**config.mk**
```make
export PLATFORM = sky130hd
export DESIGN_NAME = lcd_rx
export DESIGN_NICKNAME = d
export VERILOG_FILES = /design/src/rtl/lcd_rx_pkg.sv /design/src/rtl/lcd_rx_strobe.sv /design/src/rtl/lcd_rx.sv
export SDC_FILE = /design/constraint.sdc
export NUM_CORES = 1
export LEC_CHECK = 0
export BUFFER_PORTS_ARGS = -buffer_cell sky130_fd_sc_hd__buf_2
export CAP_MARGIN = 5
export CORE_MARGIN = 2
export CORE_UTILIZATION = 30
export CTS_CLUSTER_SIZE = 24
export DETAILED_ROUTE_END_ITERATION = 10
export GPL_TIMING_DRIVEN = 0
export SETUP_SLACK_MARGIN = 0.05
export SLEW_MARGIN = 20
export SYNTH_ARGS = -nofsm -noshare
export SYNTH_HDL_FRONTEND = slang
export SYNTH_SLANG_ARGS = --single-unit
```
**constraint.sdc**
```tcl
create_clock -name clk -period 2.1 [get_ports clk]
set_input_delay 0.21 -clock clk [delete_from_list [all_inputs] [get_ports clk]]
set_output_delay 0.21 -clock clk [all_outputs]
set_load 0.005 [all_outputs]
```
**src/rtl/lcd_rx_pkg.sv**
```systemverilog
// Shared types, opcode masks and DDRAM address helpers for the lcd_rx receiver.
package lcd_rx_pkg;

    typedef enum logic [1:0] {
        ST_MODE8,
        ST_HI,
        ST_LO
    } frame_t;

    localparam logic [7:0] OP_CLEAR   = 8'h01;
    localparam logic [7:0] OP_HOME    = 8'h02;
    localparam logic [7:0] OP_ENTRY   = 8'h04;
    localparam logic [7:0] OP_DISPCTL = 8'h08;
    localparam logic [7:0] OP_SHIFT   = 8'h10;
    localparam logic [7:0] OP_FUNC    = 8'h20;
    localparam logic [7:0] OP_CGADDR  = 8'h40;
    localparam logic [7:0] OP_DDADDR  = 8'h80;
    localparam logic [7:0] FUNC_MASK  = 8'hE0;

    localparam logic [6:0]  LINE0_BASE = 7'h00;
    localparam logic [6:0]  LINE1_BASE = 7'h40;
    localparam int unsigned LINE_LEN   = 40;
    localparam logic [6:0]  LINE_LAST  = 7'(LINE_LEN - 1);

    function automatic logic [6:0] lin(input logic [6:0] ac);
        return (ac >= LINE1_BASE) ? (ac - LINE1_BASE + 7'(LINE_LEN)) : ac;
    endfunction

    function automatic logic ac_valid(input logic [6:0] ac);
        return (ac <= LINE0_BASE + LINE_LAST) ||
               ((ac >= LINE1_BASE) && (ac <= LINE1_BASE + LINE_LAST));
    endfunction

    function automatic logic [6:0] ac_inc(input logic [6:0] ac);
        if (ac == LINE0_BASE + LINE_LAST) return LINE1_BASE;
        if (ac == LINE1_BASE + LINE_LAST) return LINE0_BASE;
        return ac + 7'd1;
    endfunction

    function automatic logic [6:0] ac_dec(input logic [6:0] ac);
        if (ac == LINE0_BASE) return LINE1_BASE + LINE_LAST;
        if (ac == LINE1_BASE) return LINE0_BASE + LINE_LAST;
        return ac - 7'd1;
    endfunction

    function automatic logic [5:0] ofs_step(input logic [5:0] ofs, input logic up);
        if (up) return (ofs == 6'(LINE_LEN - 1)) ? 6'd0 : ofs + 6'd1;
        return (ofs == 6'd0) ? 6'(LINE_LEN - 1) : ofs - 6'd1;
    endfunction

endpackage

```
**src/rtl/lcd_rx_strobe.sv**
```systemverilog
// Registers LCD_E/LCD_D, checks E pulse width and emits one pulse per falling edge
// carrying the {RS, nibble} seen in the last high cycle.
module lcd_rx_strobe
    import lcd_rx_pkg::*;
#(
    parameter int unsigned E_MIN_HIGH = 10
) (
    input  logic       i_clk,
    input  logic       i_rst_n,
    input  logic [5:0] i_d,
    input  logic       i_e,
    output logic       o_stb,
    output logic       o_rs,
    output logic [3:0] o_nib,
    output logic       o_err
);

    localparam int unsigned CW = $clog2(E_MIN_HIGH + 1);

    logic          r_e, r_e_q;
    logic [5:0]    r_d, r_d_hold;
    logic [CW-1:0] r_cnt;
    logic          w_fall, w_long;

    assign w_fall = r_e_q & ~r_e;
    assign w_long = (r_cnt >= CW'(E_MIN_HIGH));

    always_ff @(posedge i_clk or negedge i_rst_n) begin
        if (!i_rst_n) begin
            r_e      <= 1'b0;
            r_e_q    <= 1'b0;
            r_d      <= '0;
            r_d_hold <= '0;
            r_cnt    <= '0;
            o_stb    <= 1'b0;
            o_rs     <= 1'b0;
            o_nib    <= '0;
            o_err    <= 1'b0;
        end else begin
            r_e   <= i_e;
            r_e_q <= r_e;
            r_d   <= i_d;
            // Count saturates at the threshold so long pulses never wrap back to "short".
            if (r_e) begin
                r_d_hold <= r_d;
                if (!w_long) r_cnt <= r_cnt + CW'(1);
            end else begin
                r_cnt <= '0;
            end
            o_stb <= w_fall & w_long & ~r_d_hold[4];
            o_err <= w_fall & (~w_long | r_d_hold[4]);
            o_rs  <= r_d_hold[5];
            o_nib <= r_d_hold[3:0];
        end
    end

endmodule

```
**src/rtl/lcd_rx.sv**
```systemverilog
// HD44780-style receiver for the 4-bit LCD bus: framing, instruction decode, busy and DDRAM writes.
// Optional macro LCD_RX_BUSY_CHECK_EN flags strobes accepted while the controller is busy.
module lcd_rx
    import lcd_rx_pkg::*;
#(
    parameter int unsigned E_MIN_HIGH = 10,
    parameter int unsigned BUSY_SHORT = 2000,
    parameter int unsigned BUSY_LONG  = 82000
) (
    input  logic       clk,
    input  logic       reset,
    input  logic [5:0] LCD_D,
    input  logic       LCD_E,
    output logic       ddr_we,
    output logic [6:0] ddr_addr,
    output logic [7:0] ddr_wdata,
    output logic       cmd_valid,
    output logic [7:0] cmd_byte,
    output logic       busy,
    output logic       mode_4bit,
    output logic       display_on,
    output logic       cursor_on,
    output logic       blink_on,
    output logic       two_line,
    output logic [5:0] shift_ofs,
    output logic       err
);

    localparam int unsigned BW = $clog2(BUSY_LONG + 1);

    logic          w_stb, w_rs, w_stb_err;
    logic [3:0]    w_nib;
    frame_t        r_state, w_state_nxt;
    logic          r_hi_rs;
    logic [3:0]    r_hi_nib;
    logic          w_take, w_drop, w_busy_err;
    logic          w_byte_vld, w_byte_rs, w_frame_err;
    logic [7:0]    w_byte;
    logic [6:0]    r_ac;
    logic          r_id, r_s;
    logic          r_sweep;
    logic [6:0]    r_sw_idx;
    logic [BW-1:0] r_busy_cnt;

    lcd_rx_strobe #(.E_MIN_HIGH(E_MIN_HIGH)) u_strobe (
        .i_clk   (clk),
        .i_rst_n (reset),
        .i_d     (LCD_D),
        .i_e     (LCD_E),
        .o_stb   (w_stb),
        .o_rs    (w_rs),
        .o_nib   (w_nib),
        .o_err   (w_stb_err)
    );

    assign w_take    = w_stb & ~r_sweep;
    assign w_drop    = w_stb & r_sweep;
    assign busy      = (r_busy_cnt != '0);
    assign mode_4bit = (r_state != ST_MODE8);

    // A strobe landing on the last busy cycle (count 1) is treated as on time.
`ifdef LCD_RX_BUSY_CHECK_EN
    assign w_busy_err = w_take & (r_busy_cnt > BW'(1));
`else
    assign w_busy_err = 1'b0;
`endif

    always_ff @(posedge clk or negedge reset) begin
        if (!reset) begin
            r_state  <= ST_MODE8;
            r_hi_rs  <= 1'b0;
            r_hi_nib <= '0;
        end else begin
            r_state <= w_state_nxt;
            if (w_take && r_state == ST_HI) begin
                r_hi_rs  <= w_rs;
                r_hi_nib <= w_nib;
            end
        end
    end

    always_comb begin
        w_state_nxt = r_state;
        w_byte_vld  = 1'b0;
        w_byte      = '0;
        w_byte_rs   = 1'b0;
        w_frame_err = 1'b0;
        if (w_take) begin
            case (r_state)
                ST_MODE8: begin
                    w_byte_vld = 1'b1;
                    w_byte     = {w_nib, 4'h0};
                    w_byte_rs  = w_rs;
                end
                ST_HI: w_state_nxt = ST_LO;
                ST_LO: begin
                    w_byte_vld  = 1'b1;
                    w_byte      = {r_hi_nib, w_nib};
                    w_byte_rs   = r_hi_rs;
                    w_frame_err = (w_rs != r_hi_rs);
                    w_state_nxt = ST_HI;
                end
                default: w_state_nxt = ST_MODE8;
            endcase
            if (w_byte_vld && !w_byte_rs && ((w_byte & FUNC_MASK) == OP_FUNC))
                w_state_nxt = w_byte[4] ? ST_MODE8 : ST_HI;
        end
    end

    always_ff @(posedge clk or negedge reset) begin
        if (!reset) begin
            ddr_we     <= 1'b0;
            ddr_addr   <= '0;
            ddr_wdata  <= '0;
            cmd_valid  <= 1'b0;
            cmd_byte   <= '0;
            display_on <= 1'b0;
            cursor_on  <= 1'b0;
            blink_on   <= 1'b0;
            two_line   <= 1'b0;
            shift_ofs  <= '0;
            err        <= 1'b0;
            r_ac       <= '0;
            r_id       <= 1'b1;
            r_s        <= 1'b0;
            r_sweep    <= 1'b0;
            r_sw_idx   <= '0;
            r_busy_cnt <= '0;
        end else begin
            ddr_we    <= 1'b0;
            cmd_valid <= 1'b0;
            err       <= w_stb_err | w_drop | w_frame_err | w_busy_err;
            if (r_busy_cnt != '0) r_busy_cnt <= r_busy_cnt - BW'(1);

            if (r_sweep) begin
                ddr_we    <= 1'b1;
                ddr_addr  <= r_sw_idx;
                ddr_wdata <= 8'h20;
                r_sw_idx  <= r_sw_idx + 7'd1;
                if (r_sw_idx == 7'(2 * LINE_LEN - 1)) r_sweep <= 1'b0;
            end

            if (w_byte_vld) begin
                r_busy_cnt <= BW'(BUSY_SHORT);
                if (w_byte_rs) begin
                    ddr_we    <= 1'b1;
                    ddr_addr  <= lin(r_ac);
                    ddr_wdata <= w_byte;
                    r_ac      <= r_id ? ac_inc(r_ac) : ac_dec(r_ac);
                    if (r_s) shift_ofs <= ofs_step(shift_ofs, r_id);
                end else begin
                    cmd_valid <= 1'b1;
                    cmd_byte  <= w_byte;
                    // Highest set bit selects the instruction; later checks are shadowed.
                    if ((w_byte & OP_DDADDR) != '0) begin
                        if (ac_valid(w_byte[6:0])) begin
                            r_ac <= w_byte[6:0];
                        end else begin
                            r_ac <= '0;
                            err  <= 1'b1;
                        end
                    end else if ((w_byte & OP_CGADDR) != '0) begin
                        r_ac <= r_ac;
                    end else if ((w_byte & OP_FUNC) != '0) begin
                        two_line <= w_byte[3];
                    end else if ((w_byte & OP_SHIFT) != '0) begin
                        if (w_byte[3]) shift_ofs <= ofs_step(shift_ofs, w_byte[2]);
                        else           r_ac <= w_byte[2] ? ac_inc(r_ac) : ac_dec(r_ac);
                    end else if ((w_byte & OP_DISPCTL) != '0) begin
                        display_on <= w_byte[2];
                        cursor_on  <= w_byte[1];
                        blink_on   <= w_byte[0];
                    end else if ((w_byte & OP_ENTRY) != '0) begin
                        r_id <= w_byte[1];
                        r_s  <= w_byte[0];
                    end else if ((w_byte & OP_HOME) != '0) begin
                        r_ac       <= '0;
                        shift_ofs  <= '0;
                        r_busy_cnt <= BW'(BUSY_LONG);
                    end else if ((w_byte & OP_CLEAR) != '0) begin
                        r_ac       <= '0;
                        r_id       <= 1'b1;
                        shift_ofs  <= '0;
                        r_busy_cnt <= BW'(BUSY_LONG);
                        ddr_we     <= 1'b1;
                        ddr_addr   <= '0;
                        ddr_wdata  <= 8'h20;
                        r_sweep    <= 1'b1;
                        r_sw_idx   <= 7'd1;
                    end
                end
            end
        end
    end

endmodule
```
==> results of run 1 <==
layout make-up:
class | count | area share, %
timing repair buffer | 97 | 9.860
multi-input combinational | 371 | 43.43
buffer | 22 | 2.049
inverter | 20 | 1.138
tap | 225 | 3.940
clock inverter | 5 | 0.4904
clock buffer | 10 | 3.205
sequential | 102 | 35.88
cell usage after synthesis, drive strengths merged (11+ instances only):
master and instances:
nor2 55, nor3 15, buf 11, o21ai 17
nand2 37, mux2 20, clkbuf 16, xnor2 16
dfrtp 101, nand3 15, mux2i 14, xor2 14
o22ai 12, inv 20, ha 11, a21oi 15
critical path: stages, from the launching register on:
cell	delay [ps]
dfrtp_1	340
buf_6	150
mux2i_4	360
buf_12	160
nor2_4	50
buf_6	110
a32o_2	270
a32o_2	300
a2111oi_4	240
nor3_2	80
final timing paths:
check                                      from                end  slack (ps)  cells after the start
min in group clk           u_strobe.r_d_hold[2]  u_strobe.o_nib[2]         370                      0
min reg2reg                u_strobe.r_d_hold[2]  u_strobe.o_nib[2]         370                      0
max                                  r_state[1]            r_ac[5]         -80                      9
max reg2reg                          r_state[1]            r_ac[5]         -80                      9
min                                       reset     r_busy_cnt[13]         370                      2
max in group asynchronous                 reset               r_id        1070                      3
through the flow:
stage          TNS [ps]  power (uW)
2_1_floorplan         0        2781
3_3_place_gp     -37760        2930
3_5_place_dp      -9151        2971
4_1_cts          -375.5        4661
5_1_grt           -1546        5012
6_report         -207.3        4751
cell families (layout without fill, tap and decap cells):
kind of cell / count (synthesis) / in the layout / share of synthesized area (%)
muxes: 34 / 34 / 7.108
buffers and inverters: 47 / 154 / 3.705
DFF: 102 / 102 / 47.56
adders and majority gates: 11 / 11 / 2.563
AOI/OAI and AO/OA: 110 / 111 / 15.92
and+or+nand+nor: 185 / 185 / 18.25
xor gates and xnor gates: 30 / 30 / 4.894
registers in the layout, indices dropped and copies added, names as in the netlist, 2 cells and up:
signal / flops
u_strobe.r_d_hold: 6
u_strobe.r_d: 6
u_strobe.o_nib: 4
r_busy_cnt: 17
shift_ofs: 6
cmd_byte: 8
r_hi_nib: 4
ddr_wdata: 8
r_state: 2
r_sw_idx: 7
u_strobe.r_cnt: 4
ddr_addr: 7
r_ac: 7
what timing repair did:
| item | 4_1_cts | 5_1_grt |
|---|---|---|
| setup buffers | 31 | 12 |
| resized for setup | 78 | 53 |
| hold endpoints to repair | 55 | 0 |
| gates cloned | 0 | 1 |
| endpoints found under the setup margin | 56 | 62 |
| hold buffers | 8 | 0 |
| pin swaps | 24 | 23 |
routing by layer:
layer	vias to the layer above	GRT usage, %	share of wire (%)
met3	29	3.679	6.1
met4	0	6.009	2.5
met2	153	24.16	45
li1	2092	-	-
met5	-	0	0
met1	2222	21.90	46
power groups by stage:
stage	combinational, uW	sequential (uW)	clock, uW
after floorplan	437	2340	0
after detailed placement	582	2390	0
after global placement	555	2380	0
final	815	2400	1540
after CTS	694	2380	1580
after global routing	910	2420	1680
placed cells by master (no fill, tap or decap), drive strengths merged, types with 4 or more instances in the layout:
cell,Yosys,layout
o31ai,7,7
a21o,6,6
xnor2,16,16
mux2,20,20
nor2,55,55
inv,20,20
and2,5,5
buf,11,101
nand4,7,7
o22ai,12,12
nor3b,6,6
clkbuf,16,20
nand2,37,37
nor3,15,15
a22o,6,6
and3,8,8
a211oi,5,5
mux2i,14,14
a31oi,4,4
a21oi,15,15
dlygate4sd3,0,8
o21ai,17,17
nand2b,6,6
nand3,15,15
nor2b,7,7
nor4,8,8
a22oi,4,4
ha,11,11
dfrtp,101,101
xor2,14,14
==> results.sh, run 1 <==
export IMPL_status="complete, but fails checks"
export IMPL_violations="negative setup slack"
export IMPL_fin_nets=643
export IMPL_finalNonFillerCells=852
export IMPL_place_worst_setup_slack_ps=-393.1
export IMPL_leakagePower_uw=0.003081
export IMPL_drc=0
export IMPL_grt_remaining_overflow=0
export IMPL_rows=48
export IMPL_seqPwrFrac_pct=50.5
export IMPL_root_buffer="clkbuf_16"
export IMPL_cp_max_fo=7
export IMPL_max_vdd_ir_drop_mv=0.4923
export IMPL_slew_violations=0
export IMPL_htree_levels=3
export IMPL_drtIter0Drc=338
export IMPL_startpoint_type="flop"
export IMPL_routed_via_count=4496
export IMPL_cts_tree="yes"
export IMPL_fin_area_mm2=0.007144
export IMPL_core_area_mm2=0.01742
export IMPL_async_reset_ff_share_pct=100.0
export IMPL_dp_cells=791
export IMPL_final_antenna_net_count=0
export IMPL_swShare_pct=29.08
export IMPL_timing_hold_ws_ps=365.9
export IMPL_clock_sinks=102
export IMPL_drive_above_1_share_pct=35.73
export IMPL_ys_types=78
export IMPL_tightest_slew_ps=715.9
export IMPL_setup_ws_ps=-75.74
export IMPL_p_comb_share_pct=17.2
export IMPL_synth_cells=519
export IMPL_register_area_mm2=0.002564
export IMPL_syn_to_final_growth_pct=33.07
export IMPL_wl_per_cell_um=17.29
export IMPL_power_frac_clock_pct=32.4
export IMPL_maxCapViolCount=0
export IMPL_synth_top_cells_by_area="dfrtp_1 (47%), mux2_2 (3.8%), nor2_1 (3.6%)"
export IMPL_powerDensity_mw_per_mm2=664.9
export IMPL_io_buffers=46
export IMPL_avgSynthCellArea_um2=10.34
export IMPL_crit_type="flop to flop"
export IMPL_routabilityCongestion=0.8956
export IMPL_yosys_warnings=0
export IMPL_synth_top_area_share_pct=47.08
export IMPL_post_dp_cell_area_mm2=0.005914
export IMPL_fmax_ghz=0.4596
export IMPL_cp_arrival_ps=2410
export IMPL_start_util_pct=30.83
export IMPL_internal_power_uw=3369
export IMPL_synth_top_flop_cell="dfrtp_1"
export IMPL_period_needed_ps=2176
export IMPL_synth_top_area_cell="dfrtp_1"
export IMPL_grt_pass1_wl_mm=23.14
export IMPL_antenna_found_initial=0
export IMPL_required_ps=2340
export IMPL_finalCritPeriodShare_pct=103.6
export IMPL_crit_path_end_kind="flop"
export IMPL_diodes=0
export IMPL_grt_max_degree=55
export IMPL_finalWirelength_mm=14.73
export IMPL_final_util_pct=41.02
export IMPL_die_area_mm2=0.01898
export IMPL_cts_buffers=9
export IMPL_drtPass1Iterations=5
export IMPL_cts_clk_slew_worst_paths_ps=70
export IMPL_relSlewSlack_pct=51.86
export IMPL_die_h_um=137.8
export IMPL_finalSetupViolations=7
export IMPL_finClkSkew_ps=8.710
export IMPL_grt_pass1_vias=4373
export IMPL_die_x_um=137.8
export IMPL_clock_path_buffers=2
export IMPL_hold_viol_final=0
export IMPL_io_pins=47
export IMPL_multi_input_area_mm2=0.003103
export IMPL_grt_usage_pct=15.86
export IMPL_ys_ff_latch=102
export IMPL_synth_edf_count=0
export IMPL_hp_class="input port to async pin"
export IMPL_fillers=1681
export IMPL_rsz0062_at_grt="true"
export IMPL_switching_power_uw=1382
export IMPL_synth_area_mm2=0.005369
export IMPL_synth_nets=539
export IMPL_worst_skew_pair_late_latency_ps=360
export IMPL_vias_per_cell=5.277
export IMPL_hpwl_mm=9.865
export IMPL_seq_area_frac_synth_pct=47.56
Power figures use the tool's default switching activity.
==> run 2, diff against run 1 <==
- ABC_AREA: default -> 1
- CORE_UTILIZATION: 30 -> 25
==> run 2 against run 1 <==
  * The flow now finishes without violations
  * Clock power is 21% higher
  * Sequential power is 3% lower
  * Cell count up 26%
  * Area after synthesis rose by 1.7%
  * Via count grew 7.6%
  * First-iteration DRC count decreased by 27%
  * Hold slack got worse by 52 ps
  * Die area grew 21%
  * Global-route usage is 3.8 points lower
  * Worst setup slack better by 230 ps
  * Critical path type is now flop to output port
==> results.sh, run 2 <==
export IMPL_status="complete, no violations"
export IMPL_wl_per_cell_um=12.87
export IMPL_regMostFlops="r_busy_cnt"
export IMPL_tightest_slew_ps=565.3
export IMPL_hpwl_mm=10.12
export IMPL_clock_path_buffers=2
export IMPL_internal_power_uw=3526
export IMPL_rr_endpoint="r_id"
export IMPL_power_frac_clock_pct=38.2
export IMPL_routabilityCongestion=0.8745
export IMPL_yosys_top_cells_count="nand2_1 (212), dfrtp_1 (101), inv_1 (75)"
export IMPL_fmax_ghz=0.5147
export IMPL_synth_top_flop_cell="dfrtp_1"
export IMPL_fin_nets=811
export IMPL_die_x_um=151.8
export IMPL_synth_adder_area_share_pct=2.519
export IMPL_finClkSkew_ps=8.918
export IMPL_final_antenna_net_count=0
export IMPL_io_pins=47
export IMPL_yosys_warnings=0
export IMPL_leakagePower_uw=0.003401
export IMPL_cp_startpoint="r_busy_cnt[0]"
export IMPL_ys_ff_latch=102
export IMPL_maxCapViolCount=0
export IMPL_multi_input_area_mm2=0.002700
export IMPL_final_common_cell="nand2_1"
export IMPL_final_util_pct=30.93
export IMPL_cts_buffers=9
export IMPL_reg2reg_setup_slack_ps=190
export IMPL_switching_power_uw=1374
export IMPL_grt_usage_pct=12.05
export IMPL_slew_violations=0
export IMPL_root_buffer="clkbuf_16"
export IMPL_synth_nets=741
export IMPL_cp_max_fo=7
export IMPL_top_regs="r_busy_cnt (17), cmd_byte (8), ddr_wdata (8)"
export IMPL_cp_arrival_ps=1730
export IMPL_largest_reg_flops=17
export IMPL_start_util_pct=25.27
export IMPL_synth_mux_area_share_pct=0.9391
export IMPL_grt_remaining_overflow=0
export IMPL_synth_simple_area_share_pct=31.31
export IMPL_register_area_mm2=0.002557
export IMPL_grt_pass1_wl_mm=22.76
export IMPL_clock_sinks=102
export IMPL_io_buffers=46
export IMPL_synth_top_cells_by_area="dfrtp_1 (46%), nand2_1 (15%), nand3_1 (6.4%)"
export IMPL_grt_max_degree=67
export IMPL_startpoint_type="flop"
export IMPL_finalCritPeriodShare_pct=92.51
export IMPL_hp_class="input port to async pin"
export IMPL_rows=54
export IMPL_worst_skew_pair_late_latency_ps=360
export IMPL_synth_area_mm2=0.005463
export IMPL_crit_type="flop to output port"
export IMPL_avgSynthCellArea_um2=7.577
export IMPL_vias_per_cell=4.495
export IMPL_synth_xor_area_share_pct=2.565
export IMPL_max_vdd_ir_drop_mv=0.3692
export IMPL_hold_viol_final=0
export IMPL_cts_clk_slew_worst_paths_ps=70
export IMPL_syn_to_final_growth_pct=22.40
export IMPL_synth_top_area_share_pct=46.27
export IMPL_seq_area_frac_synth_pct=46.75
export IMPL_diodes=0
export IMPL_async_reset_ff_share_pct=100.0
export IMPL_required_ps=1890
export IMPL_totalNegativeSetupSlack_ps=0
export IMPL_drc=0
export IMPL_ys_types=39
export IMPL_endpoint="busy"
export IMPL_synth_most_common_cell="nand2_1"
export IMPL_timing_rr_start="r_sweep"
export IMPL_finalSetupViolations=0
export IMPL_crit_path_end_kind="output port"
export IMPL_routed_via_count=4837
export IMPL_die_h_um=151.8
export IMPL_final_cell_mix="nand2_1 (203), dfrtp_1 (98), inv_1 (72)"
export IMPL_drtIter0Drc=248
export IMPL_powerDensity_mw_per_mm2=732.8
export IMPL_grt_pass1_vias=4506
export IMPL_fillers=2349
export IMPL_synth_edf_count=0
export IMPL_drtPass1Iterations=4
export IMPL_swShare_pct=28.04
export IMPL_core_area_mm2=0.02162
export IMPL_synth_cells=721
export IMPL_synth_top_area_cell="dfrtp_1"
export IMPL_synth_top_family_by_area="simple AND/OR/NAND/NOR gates"
export IMPL_seqPwrFrac_pct=47.5
export IMPL_period_needed_ps=1943
export IMPL_htree_levels=3
export IMPL_antenna_found_initial=0
export IMPL_synth_compound_area_share_pct=9.139
export IMPL_relSlewSlack_pct=62.31
export IMPL_die_area_mm2=0.02305
export IMPL_p_comb_share_pct=14.2
export IMPL_reg2regPathDepth=9
export IMPL_finalWirelength_mm=13.84
export IMPL_rsz0062_at_grt="true"
export IMPL_cts_tree="yes"
export IMPL_drive_above_1_share_pct=16.46
-- run 2: cell count changes after synthesis, moves of 14 or more --
cell	change
a21oi_1	+14
inv_1	+57
nor2_1	+15
mux2_2	-17
nand2_1	+175
o21ai_0	+34
nand3_1	+55
-- run 2: cells by family after synthesis --
logic type                 after synthesis
and+or+nand+nor                        397
DFF                                    102
AOI/OAI and AO/OA                       95
buffers and inverters                   95
xor gates and xnor gates                16
adders and majority gates               11
muxes                                    5
-- run 2: metrics by stage --
stage	setup slack (ps)	std cells	cell area [um2]	hold slack (ps)	total power, uW
after floorplan	451.0	721	5463	-85.59	2781
after global placement	-376.1	1047	6043	318.7	2944
after detailed placement	3.723	1048	6077	141.5	2970
after CTS	29.62	1072	6525	324.2	4919
after global routing	27.61	1076	6686	341.4	5166
final	157.3	1076	6686	313.8	4900
-- run 2: layer usage --
layer | share of wire (%) | track usage, % | up-vias
li1 | - | - | 2469
met1 | 48 | 15.96 | 2279
met2 | 47 | 19.48 | 74
met3 | 3.8 | 3.337 | 15
met4 | 1.6 | 3.204 | 0
met5 | 0 | 0 | -
-- run 2: layout make-up --
class / instances / area share [%]
Buffer: 13 / 1.067
Clock buffer: 11 / 3.630
Clock inverter: 5 / 1.347
Inverter: 82 / 4.603
Multi-Input combinational cell: 525 / 40.38
Sequential cell: 102 / 38.25
Tap cell: 280 / 5.240
Timing Repair Buffer: 58 / 5.483
-- run 2: repair_timing --
item                                    CTS  global route
hold endpoints to repair                 42             0
gates resized for setup                   8            44
buffers inserted                          0             3
pin swaps                                 0             3
hold buffers                              8             0
endpoints found under the setup margin   11            48
gates cloned                              0             1
-- run 2: worst min-delay path by stage --
stage	from	to	slack (ps)	cells after the start
detailed placement	reset	r_sw_idx[4]	140	1
finish	reset	r_sw_idx[4]	310	2
global placement	LCD_D[4]	u_strobe.r_d[4]	320	1
floorplan	reset	blink_on	-90	0
CTS	reset	r_sw_idx[4]	320	2
global route	reset	r_sw_idx[4]	340	2
-- run 2: critical path: stages, from the launching register on --
cell	delay (ps)
dfrtp_1	390
inv_2	100
ha_4	160
inv_1	40
nor2_1	120
nand2_2	100
nor2_4	170
nand3_4	140
buf_2	160
-- run 2: power by group through the flow --
stage               sequential, uW  clock [uW]  combinational, uW
floorplan                     2300           0                480
detailed placement            2340           0                630
global route                  2350        2000                808
finish                        2330        1870                698
global placement              2340           0                605
CTS                           2310        1940                668
